## src/rtl/rnn_gain_streamer.sv

```systemverilog
// Word-serial valid/ready streamer for one RNN result (gains plus optional VAD word).
// Optional leading VAD word enabled by defining RNN_GAIN_STREAM_VAD_EN.
module rnn_gain_streamer #(
  parameter int unsigned FIXED = 32,
  parameter int unsigned NGAIN = 22
) (
  input  logic                   clk,
  input  logic                   rst_n,
  input  logic                   load,
  input  logic [NGAIN*FIXED-1:0] gains,
  input  logic [FIXED-1:0]       vad,
  output logic [FIXED-1:0]       out_data,
  output logic                   out_valid,
  input  logic                   out_ready,
  output logic                   out_last,
  output logic [4:0]             out_index,
  output logic                   busy,
  output logic                   overrun
);

  localparam int unsigned IDX_W = 5;
`ifdef RNN_GAIN_STREAM_VAD_EN
  localparam int unsigned FRAME_LEN = NGAIN + 1;
`else
  localparam int unsigned FRAME_LEN = NGAIN;
`endif

  typedef enum logic {IDLE = 1'b0, SEND = 1'b1} state_e;

  state_e             state_q, state_d;
  logic [IDX_W-1:0]   idx_q, idx_d;
  logic [FIXED-1:0]   data_q, data_d;
  logic               last_q, last_d;
  logic               ovr_q, ovr_d;
  logic [FIXED-1:0]   gain_q [NGAIN];
  logic [FIXED-1:0]   first_word;
  logic [FIXED-1:0]   nxt_word;
  logic [IDX_W-1:0]   nxt_idx;
  logic               xfer;
  logic               accept;

  assign xfer   = (state_q == SEND) && out_ready;
  assign accept = load && ((state_q == IDLE) || (xfer && last_q));

`ifdef RNN_GAIN_STREAM_VAD_EN
  logic [FIXED-1:0] vad_q;

  always_ff @(posedge clk) begin
    if (accept) vad_q <= vad;
  end

  // Stream position k carries gain k-1, so the next word is gain[idx_q].
  always_comb begin
    nxt_idx    = idx_q + IDX_W'(1);
    first_word = vad;
    nxt_word   = '0;
    if (idx_q < IDX_W'(NGAIN)) nxt_word = gain_q[idx_q];
  end
`else
  logic unused_vad;
  assign unused_vad = ^vad;

  always_comb begin
    nxt_idx    = idx_q + IDX_W'(1);
    first_word = gains[FIXED-1:0];
    nxt_word   = '0;
    if (nxt_idx < IDX_W'(NGAIN)) nxt_word = gain_q[nxt_idx];
  end
`endif

  // Frame buffer: data only, no reset needed.
  always_ff @(posedge clk) begin
    if (accept) begin
      for (int unsigned i = 0; i < NGAIN; i++) gain_q[i] <= gains[i*FIXED +: FIXED];
    end
  end

  always_ff @(posedge clk) begin
    if (!rst_n) begin
      state_q <= IDLE;
      idx_q   <= '0;
      data_q  <= '0;
      last_q  <= 1'b0;
      ovr_q   <= 1'b0;
    end else begin
      state_q <= state_d;
      idx_q   <= idx_d;
      data_q  <= data_d;
      last_q  <= last_d;
      ovr_q   <= ovr_d;
    end
  end

  always_comb begin
    state_d = state_q;
    idx_d   = idx_q;
    data_d  = data_q;
    last_d  = last_q;
    ovr_d   = ovr_q;
    if (load && !accept) ovr_d = 1'b1;
    if (accept) begin
      state_d = SEND;
      idx_d   = '0;
      data_d  = first_word;
      last_d  = 1'(FRAME_LEN == 1);
    end else if (xfer) begin
      if (last_q) begin
        state_d = IDLE;
        idx_d   = '0;
        data_d  = '0;
        last_d  = 1'b0;
      end else begin
        idx_d  = nxt_idx;
        data_d = nxt_word;
        last_d = (nxt_idx == IDX_W'(FRAME_LEN - 1));
      end
    end
  end

  assign out_data  = data_q;
  assign out_valid = (state_q == SEND);
  assign busy      = (state_q == SEND);
  assign out_last  = last_q;
  assign out_index = idx_q;
  assign overrun   = ovr_q;

endmodule

```

## config.mk

```make
export PLATFORM = sky130hd
export DESIGN_NAME = rnn_gain_streamer
export DESIGN_NICKNAME = d
export VERILOG_FILES = /design/src/rtl/rnn_gain_streamer.sv
export SDC_FILE = /design/constraint.sdc
export NUM_CORES = 1
export LEC_CHECK = 0
export ABC_AREA = 1
export CAP_MARGIN = 25
export CORE_AREA = 8 8 301 303
export CTS_BUF_LIST = sky130_fd_sc_hd__clkbuf_8
export CTS_CLUSTER_SIZE = 20
export DETAILED_ROUTE_END_ITERATION = 16
export DIE_AREA = 0 0 309 311
export PLACE_DENSITY = 0.7
export SETUP_SLACK_MARGIN = 0.1
export SYNTH_ARGS = -nofsm -noshare
export SYNTH_HDL_FRONTEND = slang
export SYNTH_SLANG_ARGS = --single-unit
```

## constraint.sdc

```tcl
create_clock -name clk -period 34.5 [get_ports clk]
set_input_delay 5.175 -clock clk [delete_from_list [all_inputs] [get_ports clk]]
set_output_delay 5.175 -clock clk [all_outputs]
set_load 0.005 [all_outputs]
```

==> results of run 1 <==
## sequential cells by signal, summed over array words and instances (netlist names)
signal	count
busy	1
gain_q	704
out_data	32
out_index	5
out_last	1
overrun	1
## power by group
| part | leakage [nW] | internal (mW) | switching (mW) |
|---|---|---|---|
| combinational | 7.01 | 0.103 | 0.101 |
| clock | 1.38 | 0.396 | 0.371 |
| sequential | 7.03 | 1.05 | 0.0144 |
## area by class of cell
type	count	area [sq um]	share of cell area
repair buffers	782	7880	0.191
clock buffers	139	1910	0.0464
clock inverters	93	494	0.0120
diodes	46	115	0.00279
multi-input cells	1706	7240	0.176
well taps	1155	1450	0.0351
flip-flops and latches	744	21900	0.532
inverters	43	181	0.00440
## worst paths after layout
check                                   from             to  slack [ps]
worst max-delay path               out_ready  gain_q[14][7]       25900
worst min-delay path                 overrun        overrun         470
worst max register to register  out_index[0]   out_data[25]       29860
worst min register to register       overrun        overrun         470
## routing by layer
layer | vias up | routed length (um) | share of wire | track usage
met4 | 12 | 4150 | 0.037 | 0.0992
met1 | 10900 | 42100 | 0.37 | 0.270
met3 | 213 | 10000 | 0.089 | 0.0668
met5 | - | 81 | 0.00072 | 0
met2 | 1024 | 56400 | 0.50 | 0.379
li1 | 10700 | - | - | -
## cells in the final DEF (no fill, tap or decap), types with 29 or more instances in the layout
cell type / instances
nand2_1: 1009
inv_1: 77
nand3_1: 546
edfxtp_1: 704
nor2_1: 100
diode_2: 46
clkdlybuf4s50_1: 748
a21oi_1: 38
clkinv_1: 29
dfxtp_1: 39
clkbuf_8: 139
## logic make-up after synthesis
kind of cell               count (synthesis)  synth area share
AOI/OAI and AO/OA                         40           0.00680
DFF                                      744             0.728
xor gates and xnor gates                   2          0.000830
and+or+nand+nor                         1662             0.230
adders and majority gates                  2          0.000830
buffers and inverters                    206            0.0340
## worst max-delay path, cell delays in order
cell and delay, ps:
clkdlybuf4s50_1 530, nand2_1 70, nand2_1 120, nand2_2 80, buf_4 300, inv_8 370, buf_4 690, buf_4 780
buf_4 420, buf_16 350
==> impl_metrics.sql, run 1 <==
INSERT INTO impl_metrics (metric_group, metric, value, unit) VALUES
('timing', 'slew_headroom', '0.351', ''),
('timing', 'rsz_0062_raised_after_global_routing', 'no', ''),
('floorplan', 'die_height', '311', 'um'),
('clocking', 'cts_tree', 'yes', ''),
('layout', 'area_delta_synth_final', '36.7', '%'),
('placed_design', 'place.port_buffers', '748', ''),
('setup_path', 'reg2regPathDepth', '11', ''),
('timing', 'worst_slack', '25900', 'ps'),
('synth', 'synth.cells.most_frequent', 'nand2_1 (1011), edfxtp_1 (704), nand3_1 (546), buf_2 (105), nor2_1 (100)', ''),
('routing', 'detail_route.iter0.violations', '2330', ''),
('clocking', 'cts_repair_resize_count', '0', ''),
('synth', 'synthDistinctLibCells', '22', ''),
('run_status', 'run_status', 'finished clean', ''),
('layout', 'num-nets-final', '4151', ''),
('timing', 'finalClockSkew', '33.0', 'ps'),
('clocking', 'path_clk_slew', '60', 'ps'),
('setup_path', 'setup.worst_path.class', 'in -> reg', ''),
('synth', 'synthesis.area_per_instance', '11.4', 'sq um'),
('global_routing', 'via_count_of_the_first_global_routing_pass', '22800', ''),
('global_routing', 'grt.overflow.total', '0', ''),
('job', 'max_cap_viols', '0', ''),
('routing', 'wirelength', '113000', 'um'),
('setup_path', 'worst_ep_arrival_time', '9060', 'ps'),
('placed_design', 'dp_hpwl', '80500', 'um'),
('synth', 'number_of_synthesized_flops_with_an_enable_pin', '704', ''),
('clocking', 'cts_root_buf', 'clkbuf_8', ''),
('synth', 'synth.net_count', '3398', ''),
('floorplan', 'placeableCoreArea', '85900', 'sq um'),
('floorplan', 'rows', '108', ''),
('timing', 'timing.final.crit_share', '0.249', ''),
('synth', 'synth_top_area_frac', '0.701', ''),
('hold_path', 'holdCritPathClass', 'reg -> reg', ''),
('routing', 'drt-pass1-iter-count', '6', ''),
('global_routing', 'global_route_wire_length_before_repair', '157000', 'um'),
('layout', 'layout.cells.non_filler', '4708', ''),
('timing', 'timing.final.setup_violations', '0', ''),
('setup_path', 'crit_fanout', '72', ''),
('synth', 'netlist_top_cells_area', 'edfxtp_1 (70%), nand2_1 (13%), nand3_1 (9.1%)', ''),
('synth', 'number_of_warnings_printed_during_yosys_synthesis', '0', ''),
('global_routing', 'antenna_violations_before_repair', '51', ''),
('synth', 'yosys_register_bits', '744', ''),
('pwr', 'power-per-cell-area', '49.4', 'nW/um^2'),
('timing', 'hold_viol', '0', ''),
('clocking', 'cts.path.max_buffers', '3', ''),
('placed_design', 'gpl.final_weighted_congestion', '0.865', ''),
('layout', 'post_route_cells_drive_above_1_share', '0.0602', ''),
('clocking', 'ctsHoldBuffers', '0', ''),
('synth', 'top_count_cell_post_synth', 'nand2_1', ''),
('timing', 'fin_worst_hold_slack', '472', 'ps'),
('timing', 'final.min_clock_period', '8600', 'ps'),
('timing', 'setup-tns-final', '0', 'ps'),
('timing', 'worstMarginPinSlew', '972', 'ps'),
('pwr', 'p_leak', '15.4', 'nW'),
('pwr', 'vdd_drop_max', '0.0000385', 'V'),
('routing', 'final_antenna_net_count', '0', ''),
('setup_path', 'cp_startpoint_kind', 'input pin', ''),
('placed_design', 'place_inst', '4428', ''),
('routing', 'avgRoutedWirePerCell', '23.9', 'um'),
('clocking', 'postCtsSetupRepairBufs', '0', ''),
('clocking', 'cts_num_sinks', '744', ''),
('synth', 'yosys.area.top_type', 'edfxtp_1', ''),
('floorplan', 'initial_utilization', '0.351', ''),
('synth', 'async_flop_share', '0', ''),
('synth', 'synthesis.instances', '2656', ''),
('layout', 'summed_area_of_non_filler_cells_in_the_final_layout', '41200', 'sq um'),
('placed_design', 'placed_area', '38600', 'sq um'),
('floorplan', 'die_area', '96100', 'sq um'),
('global_routing', 'grt_max_degree', '154', ''),
('routing', 'vias', '22800', ''),
('clocking', 'clk_latency', '800', 'ps'),
('synth', 'ys_seq_area_frac', '0.728', '');
Power figures use the tool's default switching activity.
==> run 2, diff against run 1 <==
==> constraint.sdc (replaced) <==
create_clock -name clk -period 8.9 [get_ports clk]
set_input_delay 1.335 -clock clk [delete_from_list [all_inputs] [get_ports clk]]
set_output_delay 1.335 -clock clk [all_outputs]
set_load 0.005 [all_outputs]
==> run 2 against run 1 <==
Effect of this change:
- routed wire length is 1.3% lower
- clock skew increased by 4.3 ps
- clock power rose to 3.7 times the previous value
- power rose to 3.8 times the previous value
- first-iteration DRC count shrank 1.0%
- clock-buffer cell count decreased by 1
- sequential share of layout area increased by 0.39 points
- register-to-register slack worse by 26000 ps
- global-route usage shrank 0.30 points
- critical endpoint is now out_data[13]
==> impl_metrics.sql, run 2 (synthesized netlist as in run 1, its figures left out) <==
INSERT INTO impl_metrics (metric_group, metric, value, unit) VALUES
('timing', 'final_max_slew_violation_count', '0', ''),
('pwr', 'power.share.switching', '0.240', ''),
('hold_path', 'min_delay_path_depth', '1', ''),
('timing', 'timing.final.setup_violations', '0', ''),
('floorplan', 'placeableCoreArea', '85900', 'sq um'),
('global_routing', 'global_route_wire_length_before_repair', '155000', 'um'),
('hold_path', 'timing.hold.worst_endpoint', 'overrun', ''),
('placed_design', 'place.port_buffers', '748', ''),
('setup_path', 'reg2regPathDepth', '11', ''),
('timing', 'setup-tns-final', '0', 'ps'),
('setup_path', 'setup.worst_path.class', 'reg -> reg', ''),
('setup_path', 'crit_fanout', '134', ''),
('floorplan', 'die_height', '311', 'um'),
('layout', 'area_delta_synth_final', '35.7', '%'),
('job', 'max_cap_viols', '0', ''),
('setup_path', 'required', '9570', 'ps'),
('timing', 'timing.final.crit_share', '0.557', ''),
('setup_path', 'r2r_end', 'out_data[13]', ''),
('setup_path', 'timing.rr.start', 'out_index[0]', ''),
('clocking', 'postCtsSetupRepairBufs', '0', ''),
('clocking', 'cts.path.max_buffers', '3', ''),
('timing', 'rsz_0062_raised_after_global_routing', 'no', ''),
('clocking', 'cts_num_sinks', '744', ''),
('layout', 'largest_reg_flops', '704', ''),
('setup_path', 'worstPathCellList', 'inv_8 > ha_4 > inv_6 > buf_4 > nand3_1 > nand3_1 > nand3_1 > nand2_1 > nand2_1 > nand2_1 > a21oi_1', ''),
('timing', 'achievable-frequency', '202', 'MHz'),
('layout', 'mostFrequentLayoutCell', 'nand2_1', ''),
('timing', 'worstMarginPinSlew', '1210', 'ps'),
('routing', 'detail_route.iter0.violations', '2306', ''),
('floorplan', 'die_area', '96100', 'sq um'),
('setup_path', 'cp-end-kind', 'register', ''),
('clocking', 'ctsHoldBuffers', '0', ''),
('routing', 'final_antenna_net_count', '0', ''),
('pwr', 'netSwitchingPower', '1.86', 'mW'),
('placed_design', 'gpl.final_weighted_congestion', '0.875', ''),
('setup_path', 'worst_path_dominant_cell_family', 'buffers and inverters', ''),
('clocking', 'cts_root_buf', 'clkbuf_8', ''),
('layout', 'layout.cells.non_filler', '4685', ''),
('clocking', 'path_clk_slew', '60', 'ps'),
('setup_path', 'number_of_buffer_and_inverter_instances_along_the_worst_setup_path', '3', ''),
('setup_path', 'r2r_setup_slack', '3940', 'ps'),
('layout', 'most-common-layout-cells', 'nand2_1 (1009), clkdlybuf4s50_1 (748), edfxtp_1 (704)', ''),
('setup_path', 'worst_ep_arrival_time', '5630', 'ps'),
('routing', 'wirelength', '111000', 'um'),
('timing', 'final.min_clock_period', '4960', 'ps'),
('pwr', 'seq_power_share', '0.532', ''),
('routing', 'residual_drc', '0', ''),
('clocking', 'cts_tree', 'yes', ''),
('pwr', 'clock_power_share', '0.367', ''),
('floorplan', 'io_pins', '781', ''),
('floorplan', 'rows', '108', ''),
('layout', 'max_flop_register', 'gain_q', ''),
('routing', 'post_drt_via_cell_ratio', '4.86', ''),
('timing', 'hold_viol', '0', ''),
('setup_path', 'cpPeakStageDelay', '870', 'ps'),
('clocking', 'clk_latency', '810', 'ps'),
('floorplan', 'horizontal_die_dimension', '309', 'um'),
('hold_path', 'holdCritPathClass', 'reg -> reg', ''),
('clocking', 'cts_inserted_buffers', '130', ''),
('routing', 'vias', '22800', ''),
('floorplan', 'initial_utilization', '0.351', ''),
('timing', 'finalClockSkew', '37.3', 'ps'),
('pwr', 'power-per-cell-area', '190', 'nW/um^2'),
('routing', 'avgRoutedWirePerCell', '23.7', 'um'),
('layout', 'post_route_cells_drive_above_1_share', '0.0550', ''),
('pwr', 'vdd_drop_max', '0.000125', 'V'),
('global_routing', 'via_count_of_the_first_global_routing_pass', '22800', ''),
('setup_path', 'cp.depth', '11', ''),
('global_routing', 'antenna_violations_before_repair', '46', ''),
('placed_design', 'place_inst', '4420', ''),
('placed_design', 'dp_hpwl', '79200', 'um'),
('pwr', 'p_leak', '15.3', 'nW'),
('global_routing', 'grt_max_degree', '202', ''),
('run_status', 'run_status', 'finished clean', ''),
('clocking', 'cts_repair_resize_count', '0', ''),
('routing', 'drt-pass1-iter-count', '5', ''),
('hold_path', 'timing.hold.worst.start', 'overrun', ''),
('clocking', 'cts_h_tree_depth', '4', ''),
('pwr', 'power_report.internal_total', '5.89', 'mW'),
('layout', 'fillCellCount', '7890', ''),
('pwr', 'combinational_share_of_power', '0.101', ''),
('setup_path', 'cp_startpoint_kind', 'register', ''),
('layout', 'num-nets-final', '4139', ''),
('global_routing', 'track_usage', '0.224', ''),
('setup_path', 'timing.critical_path.slowest_stage_cell', 'buf_4', ''),
('global_routing', 'grt.overflow.total', '0', ''),
('timing', 'slew_headroom', '0.195', '');
[run 2: final cells by class]
class,count,area (sq um),share of cell area
diodes,39,97.6,0.00239
clock buffers,138,1900,0.0464
clock inverters,88,387,0.00945
inverters,43,181,0.00443
multi-input cells,1706,7240,0.177
flip-flops and latches,744,21900,0.536
well taps,1155,1450,0.0353
repair buffers,772,7720,0.189
[run 2: per-stage QoR]
stage               utilization  setup slack (ps)  power, mW  hold WS, ps  instance area [sq um]
floorplan                     -              1970       4.52          464                  30200
global placement          0.448              3900       4.96          452                  38500
detailed placement        0.448              3850       4.98          458                  38500
CTS                       0.475              3800       7.83          476                  40800
global route              0.476              3640       8.06          485                  40900
finish                    0.476              3940       7.75          470                  40900
[run 2: worst max path at each step]
stage / from / slack [ps] / endpoint
after detailed placement: out_index[0] / 3850 / out_data[13]
after floorplan: out_ready / 1970 / gain_q[0][0]
after global routing: out_index[0] / 3640 / out_data[13]
after CTS: out_index[0] / 3800 / out_data[13]
final: out_index[0] / 3940 / out_data[13]
after global placement: out_index[0] / 3900 / out_data[7]
[run 2: layer usage]
metal	global-route usage	vias up	wire, um
li1	-	10700	-
met1	0.271	10900	42800
met2	0.369	991	55100
met3	0.0623	193	8990
met4	0.101	10	4290
met5	0	-	71
[run 2: power by group through the flow]
stage	combinational, mW	clock [mW]	sequential, mW
floorplan	0.307	0	4.21
global placement	0.774	0	4.19
detailed placement	0.786	0	4.19
CTS	0.790	2.92	4.12
global route	0.853	3.07	4.14
finish	0.783	2.85	4.12
==> run 3, diff against run 2 <==
==> constraint.sdc (replaced) <==
create_clock -name clk -period 5.1 [get_ports clk]
set_input_delay 0.765 -clock clk [delete_from_list [all_inputs] [get_ports clk]]
set_output_delay 0.765 -clock clk [all_outputs]
set_load 0.005 [all_outputs]
==> run 3 against run 2 <==
Effect of this change:
- non-clock buffer count is 16 higher
- combinational power up 78%
- critical endpoint is now out_index[0]
- cell count up 0.55%
- sequential cell count is the same
- critical path type is now reg -> out
==> impl_metrics.sql, run 3 (synthesized netlist as in run 1, its figures left out) <==
INSERT INTO impl_metrics (metric_group, metric, value, unit) VALUES
('setup_path', 'worst_ep_arrival_time', '2440', 'ps'),
('layout', 'area.sequential', '21900', 'sq um'),
('timing', 'fin_worst_hold_slack', '469', 'ps'),
('hold_path', 'holdCritPathClass', 'reg -> reg', ''),
('layout', 'largest_reg_flops', '704', ''),
('timing', 'worstMarginPinSlew', '1060', 'ps'),
('timing', 'final_max_slew_violation_count', '0', ''),
('floorplan', 'placeableCoreArea', '85900', 'sq um'),
('floorplan', 'die_area', '96100', 'sq um'),
('routing', 'vias', '22800', ''),
('clocking', 'cts.path.max_buffers', '3', ''),
('layout', 'multiInputGateArea', '7240', 'sq um'),
('layout', 'mostFrequentLayoutCell', 'nand2_1', ''),
('layout', 'area_delta_synth_final', '36.7', '%'),
('pwr', 'seq_power_share', '0.526', ''),
('layout', 'num-nets-final', '4158', ''),
('pwr', 'vdd_drop_max', '0.000233', 'V'),
('clocking', 'clk_latency', '830', 'ps'),
('setup_path', 'cp-end-kind', 'output pin', ''),
('pwr', 'p_leak', '15.4', 'nW'),
('pwr', 'combinational_share_of_power', '0.102', ''),
('routing', 'final_antenna_net_count', '0', ''),
('clocking', 'cts_num_sinks', '744', ''),
('global_routing', 'grt_max_degree', '155', ''),
('clocking', 'cts_h_tree_depth', '4', ''),
('clocking', 'ctsHoldBuffers', '0', ''),
('layout', 'most-common-layout-cells', 'nand2_1 (1009), clkdlybuf4s50_1 (748), edfxtp_1 (704)', ''),
('layout', 'post_route_cells_drive_above_1_share', '0.0612', ''),
('timing', 'timing.final.crit_share', '0.629', ''),
('routing', 'post_drt_via_cell_ratio', '4.84', ''),
('routing', 'detail_route.iter0.violations', '2204', ''),
('routing', 'avgRoutedWirePerCell', '23.7', 'um'),
('timing', 'rsz_0062_raised_after_global_routing', 'no', ''),
('floorplan', 'initial_utilization', '0.351', ''),
('global_routing', 'via_count_of_the_first_global_routing_pass', '22700', ''),
('placed_design', 'placed_area', '38700', 'sq um'),
('clocking', 'postCtsSetupRepairBufs', '0', ''),
('job', 'max_cap_viols', '0', ''),
('pwr', 'netSwitchingPower', '3.30', 'mW'),
('clocking', 'cts_inserted_buffers', '133', ''),
('routing', 'residual_drc', '0', ''),
('placed_design', 'gpl.final_weighted_congestion', '0.872', ''),
('global_routing', 'grt.overflow.total', '0', ''),
('clocking', 'cts_repair_resize_count', '0', ''),
('floorplan', 'io_pins', '781', ''),
('setup_path', 'setup.worst_path.class', 'reg -> out', ''),
('setup_path', 'cp_startpoint_kind', 'register', ''),
('floorplan', 'rows', '108', ''),
('timing', 'setup-tns-final', '0', 'ps'),
('pwr', 'power.share.switching', '0.242', ''),
('setup_path', 'required', '4340', 'ps'),
('setup_path', 'crit_fanout', '67', ''),
('pwr', 'power-per-cell-area', '332', 'nW/um^2'),
('timing', 'hold_viol', '0', ''),
('global_routing', 'track_usage', '0.226', ''),
('timing', 'timing.final.setup_violations', '0', ''),
('clocking', 'path_clk_slew', '60', 'ps'),
('pwr', 'clock_power_share', '0.373', ''),
('placed_design', 'dp_hpwl', '80500', 'um'),
('clocking', 'cts_root_buf', 'clkbuf_8', ''),
('global_routing', 'antenna_violations_before_repair', '48', ''),
('layout', 'max_flop_register', 'gain_q', ''),
('routing', 'drt-pass1-iter-count', '5', ''),
('layout', 'summed_area_of_non_filler_cells_in_the_final_layout', '41200', 'sq um'),
('pwr', 'power.total', '13.7', 'mW'),
('clocking', 'cts_tree', 'yes', ''),
('pwr', 'power_report.internal_total', '10.4', 'mW'),
('placed_design', 'place.port_buffers', '748', ''),
('timing', 'achievable-frequency', '312', 'MHz'),
('timing', 'finalClockSkew', '49.3', 'ps'),
('global_routing', 'global_route_wire_length_before_repair', '156000', 'um'),
('timing', 'slew_headroom', '0.293', ''),
('run_status', 'run_status', 'finished clean', ''),
('routing', 'wirelength', '112000', 'um'),
('floorplan', 'horizontal_die_dimension', '309', 'um'),
('floorplan', 'die_height', '311', 'um'),
('timing', 'final.min_clock_period', '3210', 'ps'),
('layout', 'fillCellCount', '7809', '');
## run 3: cell types whose count changed in the layout (fill, tap and decap cells not counted), moves of 3 or more
| cell | delta |
|---|---|
| buf_4 | +9 |
| buf_12 | +7 |
| diode_2 | +3 |
| clkinvlp_4 | +4 |
| clkbuf_8 | -4 |
## run 3: cell type report
class | instances | share of cell area
Timing Repair Buffer | 788 | 0.192
Clock buffer | 134 | 0.0447
Antenna cell | 42 | 0.00255
Multi-Input combinational cell | 1706 | 0.176
Tap cell | 1155 | 0.0351
Clock inverter | 99 | 0.0128
Inverter | 43 | 0.00443
Sequential cell | 744 | 0.532
## run 3: metal layers
metal / wire length, um / GRT usage / part of all wire
met1: 41600 / 0.262 / 0.37
met2: 56200 / 0.378 / 0.50
met3: 10000 / 0.0756 / 0.090
met4: 3920 / 0.100 / 0.035
met5: 66 / 0 / 0.00059
## run 3: worst paths after layout
check                           slack [ps]         start           end  cells past startpoint
worst max register to register        1900  out_index[1]  out_data[31]                     11
worst min-delay path                   470       overrun       overrun                      1
worst min register to register         470       overrun       overrun                      1
worst max-delay path                  1890  out_index[0]  out_index[0]                      2
## run 3: power by group through the flow
| stage | logic (mW) | clock network (mW) | registers (mW) |
|---|---|---|---|
| after floorplan | 0.536 | 0 | 7.33 |
| after global placement | 1.37 | 0 | 7.30 |
| after detailed placement | 1.40 | 0 | 7.31 |
| after CTS | 1.40 | 5.24 | 7.19 |
| after global routing | 1.52 | 5.51 | 7.21 |
| final | 1.39 | 5.09 | 7.19 |
## run 3: per-stage QoR
stage                     setup slack (ps)  cells   util
after CTS                             1760   4669  0.478
final                                 1890   4711  0.480
after floorplan                        111   2656      -
after detailed placement              1760   4436  0.451
after global placement                1760   4436  0.451
after global routing                  1630   4708  0.480
## run 3: critical path, stage by stage (launching register included)
cell,delay (ps)
dfxtp_4,400
buf_4,590
clkdlybuf4s50_1,650
